==> config.mk <==
export PLATFORM = sky130hd
export DESIGN_NAME = mips_fetch_unit_flat
export DESIGN_NICKNAME = d
export VERILOG_FILES = /design/src/rtl/mips_fetch_unit_if.sv /design/src/rtl/mips_fetch_unit.sv /design/src/flat_wrapper.sv
export SDC_FILE = /design/constraint.sdc
export NUM_CORES = 1
export LEC_CHECK = 0
export CAP_MARGIN = 5
export CORE_AREA = 4 4 110 112
export CTS_BUF_LIST = sky130_fd_sc_hd__clkbuf_8
export CTS_CLUSTER_DIAMETER = 150
export DETAILED_ROUTE_END_ITERATION = 10
export DIE_AREA = 0 0 114 116
export GPL_TIMING_DRIVEN = 1
export PLACE_DENSITY = 0.82
export SLEW_MARGIN = 10
export SYNTH_ARGS = -nofsm -noshare
export SYNTH_HDL_FRONTEND = slang
export SYNTH_SLANG_ARGS = --single-unit
==> constraint.sdc <==
create_clock -name clk -period 3.8 [get_ports clk]
set_input_delay 0.57 -clock clk [delete_from_list [all_inputs] [get_ports clk]]
set_output_delay 0.57 -clock clk [all_outputs]
set_load 0.02 [all_outputs]
==> src/rtl/mips_fetch_unit_if.sv <==
// Bundle between the fetch unit, instruction memory and the control decoder.
// The fetch unit takes the master modport; memory/decoder/ALU side takes the slave modport.
interface mips_fetch_unit_if;
   logic        imem_req;
   logic [31:0] imem_addr;
   logic        imem_ack;
   logic [31:0] imem_rdata;
   logic [5:0]  opc;
   logic [5:0]  func;
   logic [4:0]  rs;
   logic [4:0]  rt;
   logic [4:0]  rd;
   logic [15:0] imm16;
   logic        instr_valid;
   logic        isJmp;
   logic        isBeq;
   logic        isBne;
   logic        invOpcode;
   logic        alu_zero;
   logic        stall;
   logic [31:0] pc;
   logic        trap;

   modport master (
      output imem_req, imem_addr, opc, func, rs, rt, rd, imm16, instr_valid, pc, trap,
      input  imem_ack, imem_rdata, isJmp, isBeq, isBne, invOpcode, alu_zero, stall
   );

   modport slave (
      input  imem_req, imem_addr, opc, func, rs, rt, rd, imm16, instr_valid, pc, trap,
      output imem_ack, imem_rdata, isJmp, isBeq, isBne, invOpcode, alu_zero, stall
   );
endinterface

==> src/rtl/mips_fetch_unit.sv <==
// Instruction fetch unit: owns the PC, fetches over a req/ack port, holds the IR
// for the decoder and resolves jump/branch targets; traps stickily on an invalid opcode.
module mips_fetch_unit #(
   parameter logic [31:0] RESET_PC = 32'h0040_0000
) (
   input  logic              clk,
   input  logic              rst,
   mips_fetch_unit_if.master bus
);

   typedef enum logic [1:0] {
      IDLE  = 2'd0,
      FETCH = 2'd1,
      EXEC  = 2'd2,
      TRAP  = 2'd3
   } state_t;

   state_t      r_state;
   logic [31:0] r_pc;
   logic [31:0] r_ir;
   logic        r_imemReq;
   logic        r_instrValid;
   logic        r_trap;

   logic [31:0] w_pc4;
   logic [31:0] w_jmpTarget;
   logic [31:0] w_brTarget;
   logic        w_brTaken;
   logic [31:0] w_nextPc;

   // Both branch conditions are OR-ed so a decoder asserting isBeq and isBne together is still well defined.
   always_comb begin
      w_pc4       = r_pc + 32'd4;
      w_jmpTarget = {w_pc4[31:28], r_ir[25:0], 2'b00};
      w_brTarget  = w_pc4 + {{14{r_ir[15]}}, r_ir[15:0], 2'b00};
      w_brTaken   = (bus.isBeq & bus.alu_zero) | (bus.isBne & ~bus.alu_zero);
      if (bus.isJmp) begin
         w_nextPc = w_jmpTarget;
      end else if (w_brTaken) begin
         w_nextPc = w_brTarget;
      end else begin
         w_nextPc = w_pc4;
      end
   end

   always_ff @(posedge clk or posedge rst) begin
      if (rst) begin
         r_state      <= IDLE;
         r_pc         <= RESET_PC;
         r_ir         <= 32'd0;
         r_imemReq    <= 1'b0;
         r_instrValid <= 1'b0;
         r_trap       <= 1'b0;
      end else begin
         case (r_state)
            IDLE: begin
               r_state   <= FETCH;
               r_imemReq <= 1'b1;
            end
            FETCH: begin
               if (bus.imem_ack) begin
                  r_ir         <= bus.imem_rdata;
                  r_state      <= EXEC;
                  r_imemReq    <= 1'b0;
                  r_instrValid <= 1'b1;
               end
            end
            EXEC: begin
               // Stall outranks invOpcode; pc stays on the offender when trapping.
               if (bus.stall) begin
                  r_state <= EXEC;
               end else if (bus.invOpcode) begin
                  r_state      <= TRAP;
                  r_instrValid <= 1'b0;
                  r_trap       <= 1'b1;
               end else begin
                  r_pc         <= w_nextPc;
                  r_state      <= FETCH;
                  r_imemReq    <= 1'b1;
                  r_instrValid <= 1'b0;
               end
            end
            TRAP: begin
               r_state      <= TRAP;
               r_imemReq    <= 1'b0;
               r_instrValid <= 1'b0;
               r_trap       <= 1'b1;
            end
            default: begin
               r_state <= IDLE;
            end
         endcase
      end
   end

   assign bus.imem_req    = r_imemReq;
   assign bus.imem_addr   = r_pc;
   assign bus.pc          = r_pc;
   assign bus.opc         = r_ir[31:26];
   assign bus.rs          = r_ir[25:21];
   assign bus.rt          = r_ir[20:16];
   assign bus.rd          = r_ir[15:11];
   assign bus.imm16       = r_ir[15:0];
   assign bus.func        = r_ir[5:0];
   assign bus.instr_valid = r_instrValid;
   assign bus.trap        = r_trap;

endmodule

==> src/flat_wrapper.sv <==
// flat-port wrapper written by rule: the top's interface ports become plain ports
module mips_fetch_unit_flat 
#(
   parameter logic [31:0] RESET_PC = 32'h0040_0000
)
  (clk, rst, bus_imem_req, bus_imem_addr, bus_opc, bus_func, bus_rs, bus_rt, bus_rd, bus_imm16, bus_instr_valid, bus_pc, bus_trap, bus_imem_ack, bus_imem_rdata, bus_isJmp, bus_isBeq, bus_isBne, bus_invOpcode, bus_alu_zero, bus_stall);
  mips_fetch_unit_if bus_i ();
  input  logic clk;
  input  logic rst;
  output wire logic [$bits(bus_i.imem_req)-1:0] bus_imem_req;
  output wire logic [$bits(bus_i.imem_addr)-1:0] bus_imem_addr;
  output wire logic [$bits(bus_i.opc)-1:0] bus_opc;
  output wire logic [$bits(bus_i.func)-1:0] bus_func;
  output wire logic [$bits(bus_i.rs)-1:0] bus_rs;
  output wire logic [$bits(bus_i.rt)-1:0] bus_rt;
  output wire logic [$bits(bus_i.rd)-1:0] bus_rd;
  output wire logic [$bits(bus_i.imm16)-1:0] bus_imm16;
  output wire logic [$bits(bus_i.instr_valid)-1:0] bus_instr_valid;
  output wire logic [$bits(bus_i.pc)-1:0] bus_pc;
  output wire logic [$bits(bus_i.trap)-1:0] bus_trap;
  input wire logic [$bits(bus_i.imem_ack)-1:0] bus_imem_ack;
  input wire logic [$bits(bus_i.imem_rdata)-1:0] bus_imem_rdata;
  input wire logic [$bits(bus_i.isJmp)-1:0] bus_isJmp;
  input wire logic [$bits(bus_i.isBeq)-1:0] bus_isBeq;
  input wire logic [$bits(bus_i.isBne)-1:0] bus_isBne;
  input wire logic [$bits(bus_i.invOpcode)-1:0] bus_invOpcode;
  input wire logic [$bits(bus_i.alu_zero)-1:0] bus_alu_zero;
  input wire logic [$bits(bus_i.stall)-1:0] bus_stall;
  assign bus_imem_req = bus_i.imem_req;
  assign bus_imem_addr = bus_i.imem_addr;
  assign bus_opc = bus_i.opc;
  assign bus_func = bus_i.func;
  assign bus_rs = bus_i.rs;
  assign bus_rt = bus_i.rt;
  assign bus_rd = bus_i.rd;
  assign bus_imm16 = bus_i.imm16;
  assign bus_instr_valid = bus_i.instr_valid;
  assign bus_pc = bus_i.pc;
  assign bus_trap = bus_i.trap;
  assign bus_i.imem_ack = bus_imem_ack;
  assign bus_i.imem_rdata = bus_imem_rdata;
  assign bus_i.isJmp = bus_isJmp;
  assign bus_i.isBeq = bus_isBeq;
  assign bus_i.isBne = bus_isBne;
  assign bus_i.invOpcode = bus_invOpcode;
  assign bus_i.alu_zero = bus_alu_zero;
  assign bus_i.stall = bus_stall;
  mips_fetch_unit #(.RESET_PC(RESET_PC)) u_core (.clk(clk), .rst(rst), .bus(bus_i));
endmodule
==> impl_metrics.sql, run 1 <==
INSERT INTO impl_metrics (metric_group, metric, value, unit) VALUES
('floorplan', 'start_util', '0.493', ''),
('worst_setup_path', 'setup.worst_path.start_class', 'flip-flop', ''),
('synthesis', 'synth_simple_gate_area_share', '0.157', ''),
('floorplan', 'die_x', '114', 'um'),
('floorplan', 'total_die_area', '13200', 'um2'),
('worst_setup_path', 'timing.critical_path.buf_inv', '0', ''),
('worst_setup_path', 'worstPathCellList', 'and4_1 -> and3_4 -> nand3_1 -> nor2_1 -> xor2_1 -> ha_1 -> nand4_1 -> or2_2 -> o22ai_2 -> a211oi_4 -> o21a_4 -> a2111oi_4 -> a211oi_2 -> xnor2_1', ''),
('route', 'post_drt_via_cell_ratio', '5.87', ''),
('worst_hold_path', 'hold_path_end', 'u_core.bus.trap', ''),
('floorplan', 'rows', '39', ''),
('sta', 'min_period_over_period', '0.953', ''),
('worst_setup_path', 'reg2reg_depth', '14', ''),
('synthesis', 'synth_warnings', '0', ''),
('worst_setup_path', 'cp_data_required_time', '4.04', 'ns'),
('synthesis', 'proportion_of_synthesized_area_in_mux_cells', '0.0726', ''),
('worst_setup_path', 'crit_path_max_fanout', '5', ''),
('sta', 'fin_worst_skew', '0.0136', 'ns'),
('grt', 'maximum_number_of_pins_on_one_net_before_global_route_repair', '39', ''),
('sta', 'grt_setup_unrepaired', 'false', ''),
('synthesis', 'synth.top_cells.by_area', 'sky130_fd_sc_hd__dfrtp_1, sky130_fd_sc_hd__ha_1, sky130_fd_sc_hd__mux2_2', ''),
('worst_setup_path', 'timing.critical_path.to_type', 'flip-flop', ''),
('synthesis', 'synthesis.instances', '627', ''),
('route', 'detail_route.iter0.violations', '339', ''),
('clock_network', 'tritoncts_clock_tree', 'built', ''),
('clock_network', 'cts.root.buffer_cell', 'sky130_fd_sc_hd__clkbuf_8', ''),
('power_and_ir_drop', 'total_power', '3.20', 'mW'),
('sta', 'timing.final.hold_violations', '0', ''),
('synthesis', 'cell_accounting_for_the_most_synthesized_area', 'sky130_fd_sc_hd__dfrtp_1', ''),
('clock_network', 'worst_skew_pair.late_latency', '0.35', 'ns'),
('clock_network', 'clkSlewWorstSetupHoldPaths', '0.08', 'ns'),
('route', 'drt_first_pass_iters', '5', ''),
('worst_setup_path', 'crit_start', 'u_core.bus.imem_addr[7]', ''),
('placed_design', 'gp_congestion', '0.984', ''),
('synthesis', 'synth_compound_area_frac', '0.209', ''),
('worst_setup_path', 'cp_slowest_cell', 'sky130_fd_sc_hd__dfrtp_1', ''),
('clock_network', 'cts.sinks', '67', ''),
('placed_design', 'place_ws', '-0.0131', 'ns'),
('route', 'detail_route.wirelength', '16.6', 'mm'),
('grt', 'first_global_vias', '5260', ''),
('floorplan', 'dieHeight', '116', 'um'),
('sta', 'max_slew.worst_pin.slew', '0.805', 'ns'),
('worst_setup_path', 'regToRegStartpoint', 'u_core.bus.imem_addr[7]', ''),
('worst_setup_path', 'regToRegEndpoint', 'u_core.bus.imem_addr[31]', ''),
('floorplan', 'std_cell_core_area', '11200', 'um2'),
('route', 'wl_per_cell', '18.5', 'um'),
('finish', 'final_layout_size_suffix_gt1_frac', '0.145', ''),
('synthesis', 'postSynthAreaPerCell', '8.82', 'um2'),
('sta', 'final_critical_path_setup_slack', '0.178', 'ns'),
('outcome', 'outcome', 'complete, no violations', ''),
('floorplan', 'io_pins', '151', ''),
('synthesis', 'largest_family_of_logic_cells_by_synthesized_area', 'compound AO/OA/AOI/OAI gates', ''),
('sta', 'setup_viol', '0', ''),
('power_and_ir_drop', 'p_per_area', '443', 'nW/um2'),
('sta', 'achievable-frequency', '0.276', 'GHz'),
('synthesis', 'synth_seq_cells', '67', ''),
('worst_setup_path', 'max_stage_delay', '0.42', 'ns'),
('clock_network', 'clock_tree.buffer_depth', '2', ''),
('finish', 'fin_nets', '829', ''),
('synthesis', 'synth_edf_count', '0', ''),
('finish', 'area_growth_syn_to_layout', '30.8', '%'),
('worst_setup_path', 'ff2ff_setup_slack', '0.18', 'ns'),
('synthesis', 'synth.cell_area', '5530', 'um2'),
('sta', 'slew-limit-headroom', '0.464', ''),
('worst_setup_path', 'cpLargestDelayFamily', 'simple AND/OR/NAND/NOR gates', ''),
('synthesis', 'yosys.cell_types.count', '76', ''),
('synthesis', 'synthArstFlopShare', '1.00', ''),
('job', 'max-cap-violations', '0', ''),
('worst_hold_path', 'worstHoldPathCells', '1', ''),
('sta', 'max_slew_vio_count', '0', ''),
('synthesis', 'synth-seq-area-share', '0.303', ''),
('synthesis', 'dominantRegCellSynth', 'sky130_fd_sc_hd__dfrtp_1', '');
## cell families (layout without fill, tap and decap cells)
group,after synthesis,count (layout)
AOI/OAI and AO/OA,173,173
xor gates and xnor gates,51,51
adders and majority gates,38,38
buffers and inverters,86,210
DFF,67,67
muxes,36,36
other,1,4
and+or+nand+nor,175,175
## worst max-delay path by stage
stage | endpoint | slack [ns]
6_report | u_core.bus.imem_addr[31] | 0.18
5_1_grt | u_core.bus.imem_addr[31] | 0.006
4_1_cts | u_core.bus.imem_addr[31] | 0.05
3_5_place_dp | u_core.bus.imem_addr[31] | -0.01
3_3_place_gp | u_core.bus.imem_addr[31] | 0.17
2_1_floorplan | u_core.bus.imem_addr[31] | 0.29
## placed cells by master (no fill, tap or decap), types with 3 or more instances in the layout
| cell | n |
|---|---|
| sky130_fd_sc_hd__nor4_1 | 3 |
| sky130_fd_sc_hd__a32oi_1 | 3 |
| sky130_fd_sc_hd__a21o_1 | 10 |
| sky130_fd_sc_hd__nand4_1 | 11 |
| sky130_fd_sc_hd__o21ai_1 | 3 |
| sky130_fd_sc_hd__a221oi_1 | 4 |
| sky130_fd_sc_hd__nor2_1 | 38 |
| sky130_fd_sc_hd__a21oi_2 | 3 |
| sky130_fd_sc_hd__o21bai_1 | 6 |
| sky130_fd_sc_hd__mux2i_1 | 3 |
| sky130_fd_sc_hd__and4_1 | 3 |
| sky130_fd_sc_hd__clkbuf_8 | 10 |
| sky130_fd_sc_hd__o21a_1 | 3 |
| sky130_fd_sc_hd__xor2_1 | 15 |
| sky130_fd_sc_hd__a31oi_1 | 5 |
| sky130_fd_sc_hd__a21oi_1 | 43 |
| sky130_fd_sc_hd__mux2_2 | 33 |
| sky130_fd_sc_hd__o211ai_1 | 7 |
| sky130_fd_sc_hd__o22ai_1 | 3 |
| sky130_fd_sc_hd__nand3_1 | 19 |
| sky130_fd_sc_hd__and3_1 | 7 |
| sky130_fd_sc_hd__buf_4 | 27 |
| sky130_fd_sc_hd__conb_1 | 4 |
| sky130_fd_sc_hd__o21ai_0 | 46 |
| sky130_fd_sc_hd__and2_1 | 3 |
| sky130_fd_sc_hd__ha_1 | 36 |
| sky130_fd_sc_hd__xnor2_1 | 36 |
| sky130_fd_sc_hd__nor3_1 | 7 |
| sky130_fd_sc_hd__a211oi_1 | 6 |
| sky130_fd_sc_hd__nand2_1 | 58 |
| sky130_fd_sc_hd__dfrtp_1 | 64 |
| sky130_fd_sc_hd__a211oi_2 | 3 |
| sky130_fd_sc_hd__nand2b_1 | 4 |
| sky130_fd_sc_hd__nor2b_1 | 3 |
| sky130_fd_sc_hd__clkdlybuf4s50_1 | 146 |
| sky130_fd_sc_hd__inv_1 | 21 |
## through the flow
step           cell area, um2  utilization  cells  hold WS [ns]  TNS, ns
2_1_floorplan            5540            -    630         0.526        0
6_report                 7230        0.644    897         0.463        0
3_5_place_dp             6960        0.620    880         0.446  -0.0131
3_3_place_gp             6960        0.620    880         0.444        0
4_1_cts                  7150        0.637    895         0.468        0
5_1_grt                  7230        0.644    897         0.512        0
## flip-flops by register name, summed over array words and instances, names as in the netlist
register / cells
u_core.r_ir: 32
u_core.bus.instr_valid: 1
u_core.bus.imem_req: 1
u_core.bus.imem_addr: 30
u_core.bus.trap: 1
u_core.r_state: 2
## final cells by class
class	count	area (um2)
clock buffers	10	138
fillers	961	3990
clock inverters	5	55.1
inverters	22	82.6
flip-flops and latches	67	1680
multi-input cells	477	3430
well taps	143	179
repair buffers	173	1660
## per-layer routing
layer,wire length [um],vias to the layer above,GRT usage
met3,1220,35,0.0465
met1,6910,2546,0.322
li1,-,2460,-
met5,0,-,0
met2,8010,223,0.417
met4,450,0,0.115
## report_power, final
group / switching [mW] / total, mW / internal [mW] / leakage [nW]
clock network: 0.294 / 0.609 / 0.315 / 0.0995
logic: 0.862 / 1.61 / 0.749 / 2.13
registers: 0.160 / 0.983 / 0.823 / 0.839
total: 1.32 / 3.20 / 1.89 / 3.07
## timing repair
item                                    4_1_cts  5_1_grt
hold buffers                                  0        0
pin swaps                                     0        7
buffers inserted                              0        2
endpoints found under the setup margin        1        7
resized for setup                             1       15
Note: power is estimated with default switching activity, not from simulation.
==> run 2: changes to the inputs <==
--- a/config.mk
+++ b/config.mk
@@ -6,13 +6,15 @@
 export NUM_CORES = 1
 export LEC_CHECK = 0
 export CAP_MARGIN = 5
-export CORE_AREA = 4 4 110 112
+export CORE_AREA = 4 4 96 98
 export CTS_BUF_LIST = sky130_fd_sc_hd__clkbuf_8
 export CTS_CLUSTER_DIAMETER = 150
 export DETAILED_ROUTE_END_ITERATION = 10
-export DIE_AREA = 0 0 114 116
+export DIE_AREA = 0 0 100 102
+export DONT_BUFFER_PORTS = 1
 export GPL_TIMING_DRIVEN = 1
 export PLACE_DENSITY = 0.82
+export RECOVER_POWER = 100
 export SLEW_MARGIN = 10
 export SYNTH_ARGS = -nofsm -noshare
 export SYNTH_HDL_FRONTEND = slang
==> run 2 against run 1 <==
Net effect:
- the run now ends with max-capacitance violations, max-slew violations left
- via count is 6.7% lower
- clock-buffer cell count is 1 lower
- global-route usage is 4.6 points higher
- cell area is 21% lower
- critical path depth stayed put
- cell count is 19% lower
- critical path type unchanged
- hold slack worse by 0.11 ns
- combinational power is 29% lower
- non-clock buffer count is 132 lower
==> impl_metrics.sql, run 2 (same netlist as run 1, synthesis figures left out) <==
INSERT INTO impl_metrics (metric_group, metric, value, unit) VALUES
('outcome', 'outcome', 'finished, violations left', ''),
('outcome', 'violated_checks', 'max-capacitance violations, max-slew violations', ''),
('grt', 'antenna_found_initial', '0', ''),
('grt', 'global_route_wire_length_before_repair', '24.0', 'mm'),
('worst_setup_path', 'critical_path_class', 'reg2reg', ''),
('finish', 'mostFrequentLayoutCells', 'sky130_fd_sc_hd__dfrtp_1, sky130_fd_sc_hd__nand2_1, sky130_fd_sc_hd__o21ai_0', ''),
('finish', 'final_common_cell', 'sky130_fd_sc_hd__dfrtp_1', ''),
('floorplan', 'io_pins', '151', ''),
('sta', 'max_slew.worst_pin.slew', '2.06', 'ns'),
('power_and_ir_drop', 'internal_power_summed_over_all_cells', '1.55', 'mW'),
('finish', 'final_layout_size_suffix_gt1_frac', '0.144', ''),
('route', 'detail_route.iter0.violations', '449', ''),
('sta', 'grt_setup_unrepaired', 'true', ''),
('clock_network', 'tritoncts_clock_tree', 'built', ''),
('worst_setup_path', 'timing.critical_path.to_type', 'flip-flop', ''),
('power_and_ir_drop', 'power.clock.fraction', '0.219', ''),
('worst_setup_path', 'crit_start', 'u_core.bus.imem_addr[18]', ''),
('sta', 'fin_worst_skew', '0.00746', 'ns'),
('sta', 'setup_viol', '0', ''),
('route', 'wl_per_cell', '20.9', 'um'),
('clock_network', 'clkSlewWorstSetupHoldPaths', '0.08', 'ns'),
('grt', 'grt.total_usage', '0.298', ''),
('placed_design', 'port-buffer-count', '0', ''),
('placed_design', 'post-dp-hpwl', '11.2', 'mm'),
('worst_setup_path', 'crit_path_max_fanout', '6', ''),
('floorplan', 'die_x', '100', 'um'),
('floorplan', 'dieHeight', '102', 'um'),
('worst_setup_path', 'regToRegStartpoint', 'u_core.bus.imem_addr[18]', ''),
('clock_network', 'h-tree-depth', '3', ''),
('finish', 'insertedDiodeCount', '0', ''),
('power_and_ir_drop', 'vdd.ir_drop.worst', '0.385', 'mV'),
('sta', 'min_period_over_period', '0.968', ''),
('route', 'detail_route.wirelength', '15.3', 'mm'),
('route', 'drcViolationCount', '0', ''),
('grt', 'maximum_number_of_pins_on_one_net_before_global_route_repair', '40', ''),
('sta', 'timing.final.hold_violations', '0', ''),
('worst_setup_path', 'cp_data_required_time', '4.04', 'ns'),
('sta', 'final_critical_path_setup_slack', '0.123', 'ns'),
('finish', 'stdcell_area', '5700', 'um2'),
('power_and_ir_drop', 'p_sw', '1.27', 'mW'),
('finish', 'largest_register_ff_count', '32', ''),
('sta', 'slew-limit-headroom', '-0.371', ''),
('worst_setup_path', 'worstPathArrival', '3.91', 'ns'),
('route', 'detailroute.via_count', '4911', ''),
('job', 'max-cap-violations', '2', ''),
('clock_network', 'cts.root.buffer_cell', 'sky130_fd_sc_hd__clkbuf_8', ''),
('clock_network', 'worst_skew_pair.late_latency', '0.36', 'ns'),
('floorplan', 'std_cell_core_area', '8470', 'um2'),
('clock_network', 'cts_post_setup_buffers_inserted', '0', ''),
('power_and_ir_drop', 'seqPwrFrac', '0.377', ''),
('power_and_ir_drop', 'switching_share', '0.450', ''),
('placed_design', 'detailed_place.area', '5570', 'um2'),
('clock_network', 'clock_tree.buffer_depth', '2', ''),
('floorplan', 'total_die_area', '10200', 'um2'),
('route', 'post_drt_via_cell_ratio', '6.72', ''),
('sta', 'achievable-frequency', '0.272', 'GHz'),
('route', 'routed_antenna_nets', '0', ''),
('power_and_ir_drop', 'p_per_area', '495', 'nW/um2'),
('worst_hold_path', 'hp_start', 'bus_imem_rdata[15]', ''),
('finish', 'fin_nets', '697', ''),
('sta', 'finalCriticalPeriod', '3.68', 'ns'),
('finish', 'final_core_util', '0.673', ''),
('sta', 'setup-tns-final', '0', 'ns'),
('clock_network', 'cts.sinks', '67', ''),
('grt', 'first_global_vias', '4852', ''),
('worst_hold_path', 'hold_path.class', 'in2reg', ''),
('floorplan', 'rows', '34', ''),
('sta', 'max_slew_vio_count', '74', ''),
('finish', 'area_growth_syn_to_layout', '3.01', '%'),
('clock_network', 'cts_inserted_buffers', '9', ''),
('sta', 'final.hold.worst_slack', '0.352', 'ns'),
('placed_design', 'place_ws', '0.152', 'ns'),
('power_and_ir_drop', 'comb_power_share', '0.403', ''),
('grt', 'grt_overflow', '0', ''),
('route', 'drt_first_pass_iters', '5', ''),
('floorplan', 'start_util', '0.653', ''),
('worst_setup_path', 'setup.worst_path.start_class', 'flip-flop', ''),
('placed_design', 'gp_congestion', '0.990', ''),
('power_and_ir_drop', 'power.leakage', '2.48', 'nW'),
('finish', 'largest_register', 'u_core.r_ir', '');
[run 2: changes by cell type in the layout (fill, tap and decap cells not counted), moves of 2 or more]
cell / delta
sky130_fd_sc_hd__buf_4: -12
sky130_fd_sc_hd__inv_6: +2
sky130_fd_sc_hd__clkdlybuf4s50_1: -146
sky130_fd_sc_hd__clkbuf_1: +26
[run 2: cell type report]
class                      instances  area, um2
tap                              108        135
multi-input combinational        477       3390
clock buffer                       9        124
fill                             690       2770
sequential                        67       1680
clock inverter                     7       76.3
timing repair buffer              41        210
inverter                          22       82.6
[run 2: per-layer routing]
| layer | vias to the layer above | global-route usage | routed length [um] |
|---|---|---|---|
| met2 | 307 | 0.503 | 7250 |
| met4 | 0 | 0.145 | 681 |
| met3 | 60 | 0.0765 | 1540 |
| li1 | 2200 | - | - |
| met5 | - | 0 | 0 |
| met1 | 2344 | 0.358 | 5820 |
[run 2: critical path, stage by stage (launching register included)]
cell and delay (ns):
sky130_fd_sc_hd__dfrtp_1 0.35, sky130_fd_sc_hd__clkbuf_1 0.52, sky130_fd_sc_hd__and2_1 0.27, sky130_fd_sc_hd__nand2_1 0.07
sky130_fd_sc_hd__nor2_1 0.16, sky130_fd_sc_hd__xor2_1 0.11, sky130_fd_sc_hd__ha_1 0.42, sky130_fd_sc_hd__nand4_1 0.20
sky130_fd_sc_hd__or2_2 0.35, sky130_fd_sc_hd__o22ai_2 0.21, sky130_fd_sc_hd__a211oi_4 0.08, sky130_fd_sc_hd__o21a_4 0.27
sky130_fd_sc_hd__a2111oi_2 0.33, sky130_fd_sc_hd__a211oi_2 0.09, sky130_fd_sc_hd__xnor2_1 0.13
[run 2: path summary, 6_finish.rpt]
check / depth (start not counted) / slack, ns / end
hold reg to reg: 2 / 0.59 / u_core.bus.imem_addr[3]
setup reg to reg: 14 / 0.12 / u_core.bus.imem_addr[31]
max in group asynchronous: 2 / 0.89 / u_core.bus.imem_addr[21]
setup / recovery: 14 / 0.12 / u_core.bus.imem_addr[31]
min in group asynchronous: 1 / 0.41 / u_core.r_ir[4]
hold / removal: 1 / 0.35 / u_core.r_ir[15]
[run 2: through the flow]
| stage | std cells | power [mW] |
|---|---|---|
| 2_1_floorplan | 630 | 2.00 |
| 3_3_place_gp | 715 | 2.17 |
| 3_5_place_dp | 715 | 2.22 |
| 4_1_cts | 731 | 2.84 |
| 5_1_grt | 731 | 2.97 |
| 6_report | 731 | 2.82 |
[run 2: power by group through the flow]
stage,Clock (mW),Combinational (mW),Sequential [mW]
4_1_cts,0.625,1.15,1.06
3_3_place_gp,0,1.10,1.07
3_5_place_dp,0,1.14,1.08
2_1_floorplan,0,0.906,1.10
6_report,0.619,1.14,1.06
5_1_grt,0.652,1.24,1.08
[run 2: what timing repair did]
| item | in CTS | in global routing |
|---|---|---|
| hold buffers | 0 | 0 |
| gates resized for setup | 0 | 7 |
| endpoints found under the setup margin | 0 | 9 |
==> run 3: changes to the inputs <==
--- a/config.mk
+++ b/config.mk
@@ -5,7 +5,6 @@
 export SDC_FILE = /design/constraint.sdc
 export NUM_CORES = 1
 export LEC_CHECK = 0
-export CAP_MARGIN = 5
 export CORE_AREA = 4 4 96 98
 export CTS_BUF_LIST = sky130_fd_sc_hd__clkbuf_8
 export CTS_CLUSTER_DIAMETER = 150
@@ -15,7 +14,6 @@
 export GPL_TIMING_DRIVEN = 1
 export PLACE_DENSITY = 0.82
 export RECOVER_POWER = 100
-export SLEW_MARGIN = 10
 export SYNTH_ARGS = -nofsm -noshare
 export SYNTH_HDL_FRONTEND = slang
 export SYNTH_SLANG_ARGS = --single-unit
==> results of run 3 <==
The final DEF is identical to that of run 2; final timing and power are the same.
==> RTL change, RTL diff (settings of run 3) <==
Make the reset (`rst`) synchronous in one clocked block.
--- a/src/rtl/mips_fetch_unit.sv
+++ b/src/rtl/mips_fetch_unit.sv
@@ -43,7 +43,7 @@
       end
    end
 
-   always_ff @(posedge clk or posedge rst) begin
+   always_ff @(posedge clk) begin
       if (rst) begin
          r_state      <= IDLE;
          r_pc         <= RESET_PC;
Function: differs if rst is asserted again (counterexample within 4 cycles, from zero or initial values and one cycle with rst high); with rst held inactive, the same outputs for 10 cycles.
==> RTL change against run 3 <==
- the run ends with setup timing left
- non-clock buffer count up 17
- setup slack got worse by 0.13 ns
- sequential cell count did not move
- final cell count grew 15%
- area after synthesis is 0.97% lower
- final area up 2.4%
- sequential share of layout area is 6.5 points lower
- synthesized cell count rose by 18%
- wire length increased by 8.6%
- largest cell class unchanged
Power is not compared: it rests on default switching activity, and its combinational part moved more than twofold at a synthesized area within 25%.
==> RTL change: results (changes against run 3) <==
| Metric | Value |
|---|---|
| Status | complete, but fails checks |
| Failing checks | setup timing |
| Final #Nets | 804 (+15%) |
| Worst clock skew | 0.0191 ns (+0.0117 ns) |
| P_sw | 0.509 mW |
| LEAKAGE | 2.40 nW |
| Vias in the first global route | 5125 (+5.6%) |
| Post-synth cell types | 69 (-9.2%) |
| Final WL | 16600 um (+8.6%) |
| Pre-CTS setup slack | 0.0248 ns (-0.127 ns) |
| CP arrival | 4.04 ns (+0.13 ns) |
| First-pass GRT wire length | 25800 um (+7.4%) |
| DP HPWL | 11900 um (+6.1%) |
| CTS buffer count | 9 (unchanged) |
| Diodes inserted | 0 (unchanged) |
| Initial antenna violation count | 0 (unchanged) |
| Type of the worst min-delay path | input port to flip-flop |
| Mean Syn Cell Area | 7.43 sq um (-16%) |
| Ys flop type | dfxtp_1 |
| Slowest cell on the critical path | dfxtp_1 |
| Clock network power | 0.610 mW |
| Initial DRC count | 610 (+36%) |
| Layout cells sized above 1 | 14.8% (+0.35 points) |
| Fin Setup TNS | -0.00508 ns (-0.00508 ns) |
| Final worst slack | -0.00508 ns (-0.128 ns) |
| CP top delay family | compound AO/OA/AOI/OAI gates |
| Peak supply drop | 0.000305 V |
| Vias post-DR | 5487 (+12%) |
| Worst Tran Pin Value | 1.47 ns (-0.589 ns) |
| Seq/Total Area, Yosys | 24.5% (-5.8 points) |
| Top fanout value on the critical path | 7 (+1) |
| Top cells by area, synth | dfxtp_1 (24%), nand2_1 (9.3%), ha_1 (8.5%), a21oi_1 (7.9%), buf_4 (6.2%) |
| Power Density | 279 nW/um^2 |
| Most frequent cells after synthesis | nand2_1 (136), a21oi_1 (86), dfxtp_1 (67) |
| Placed Area | 5510 sq um (-1.1%) |
| Clk Latency, worst-skew pair | 0.35 ns |
| GRT Overall Usage | 31.4% (+1.6 points) |
| Wirelength per Cell | 19.8 um (-5.3%) |
| Placed Cells | 816 (+14%) |
| Port Buffer Count | 0 (unchanged) |
| CP peak stage delay | 0.36 ns (-0.16 ns) |
| Async SR Flop Fraction | 0% (-100 points) |
| Largest net degree at the start of global routing | 67 (+68%) |
| Worst hold margin | 0.290 ns (-0.0626 ns) |
| GPL Wtd Cong | 1.09 (+10%) |
| Final setup vio count | 1 (+1) |
==> RTL change: cell types whose count changed in the layout (fill, tap and decap cells not counted), sizes merged, moves of 7 or more <==
| cell | change |
|---|---|
| a21o | +7 |
| a21oi | +43 |
| buf | +37 |
| clkbuf | -20 |
| dfrtp | -66 |
| dfxtp | +67 |
| inv | -8 |
| mux2 | -31 |
| nand2 | +75 |
| nor2 | +11 |
| nor3 | +8 |
| o211ai | +8 |
| o21ai | -26 |
| xnor2 | -7 |
==> RTL change: kinds of logic after synthesis <==
family,count (synthesis),synth area share [%]
AOI/OAI and AO/OA,204,24.8
adders and majority gates,38,8.82
and+or+nand+nor,278,23.0
DFF,67,24.5
muxes,7,1.33
xor gates and xnor gates,46,7.36
other,1,0.0685
buffers and inverters,96,10.1
==> RTL change: worst paths after layout <==
path	end	depth (start not counted)	startpoint
setup / recovery	u_core.bus.imem_addr[31]	16	u_core.bus.imem_addr[13]
hold / removal	u_core.r_ir[21]	1	rst
setup reg to reg	u_core.bus.imem_addr[31]	16	u_core.bus.imem_addr[13]
hold reg to reg	u_core.bus.imem_addr[21]	2	u_core.bus.imem_addr[21]
==> RTL change: repair_timing <==
item | 4_1_cts | 5_1_grt
buffers inserted | 0 | 6
pin swaps | 0 | 7
setup endpoints to repair | 1 | 10
gates resized for setup | 1 | 19
hold buffers | 0 | 0
gates cloned | 0 | 0
==> RTL change: layout make-up <==
cell class	instances	area, sq um
Tap cell	108	135
Multi-Input combinational cell	577	3700
Clock buffer	9	124
Inverter	12	45.0
Clock inverter	7	73.8
Fill cell	726	2630
Timing Repair Buffer	58	413
Sequential cell	67	1340
==> RTL change: per-layer routing <==
metal / GRT usage [%] / wire length, um
met3: 7.17 / 2020
met4: 8.91 / 335
met1: 42.6 / 6760
met2: 50.5 / 7500
met5: 0 / 0
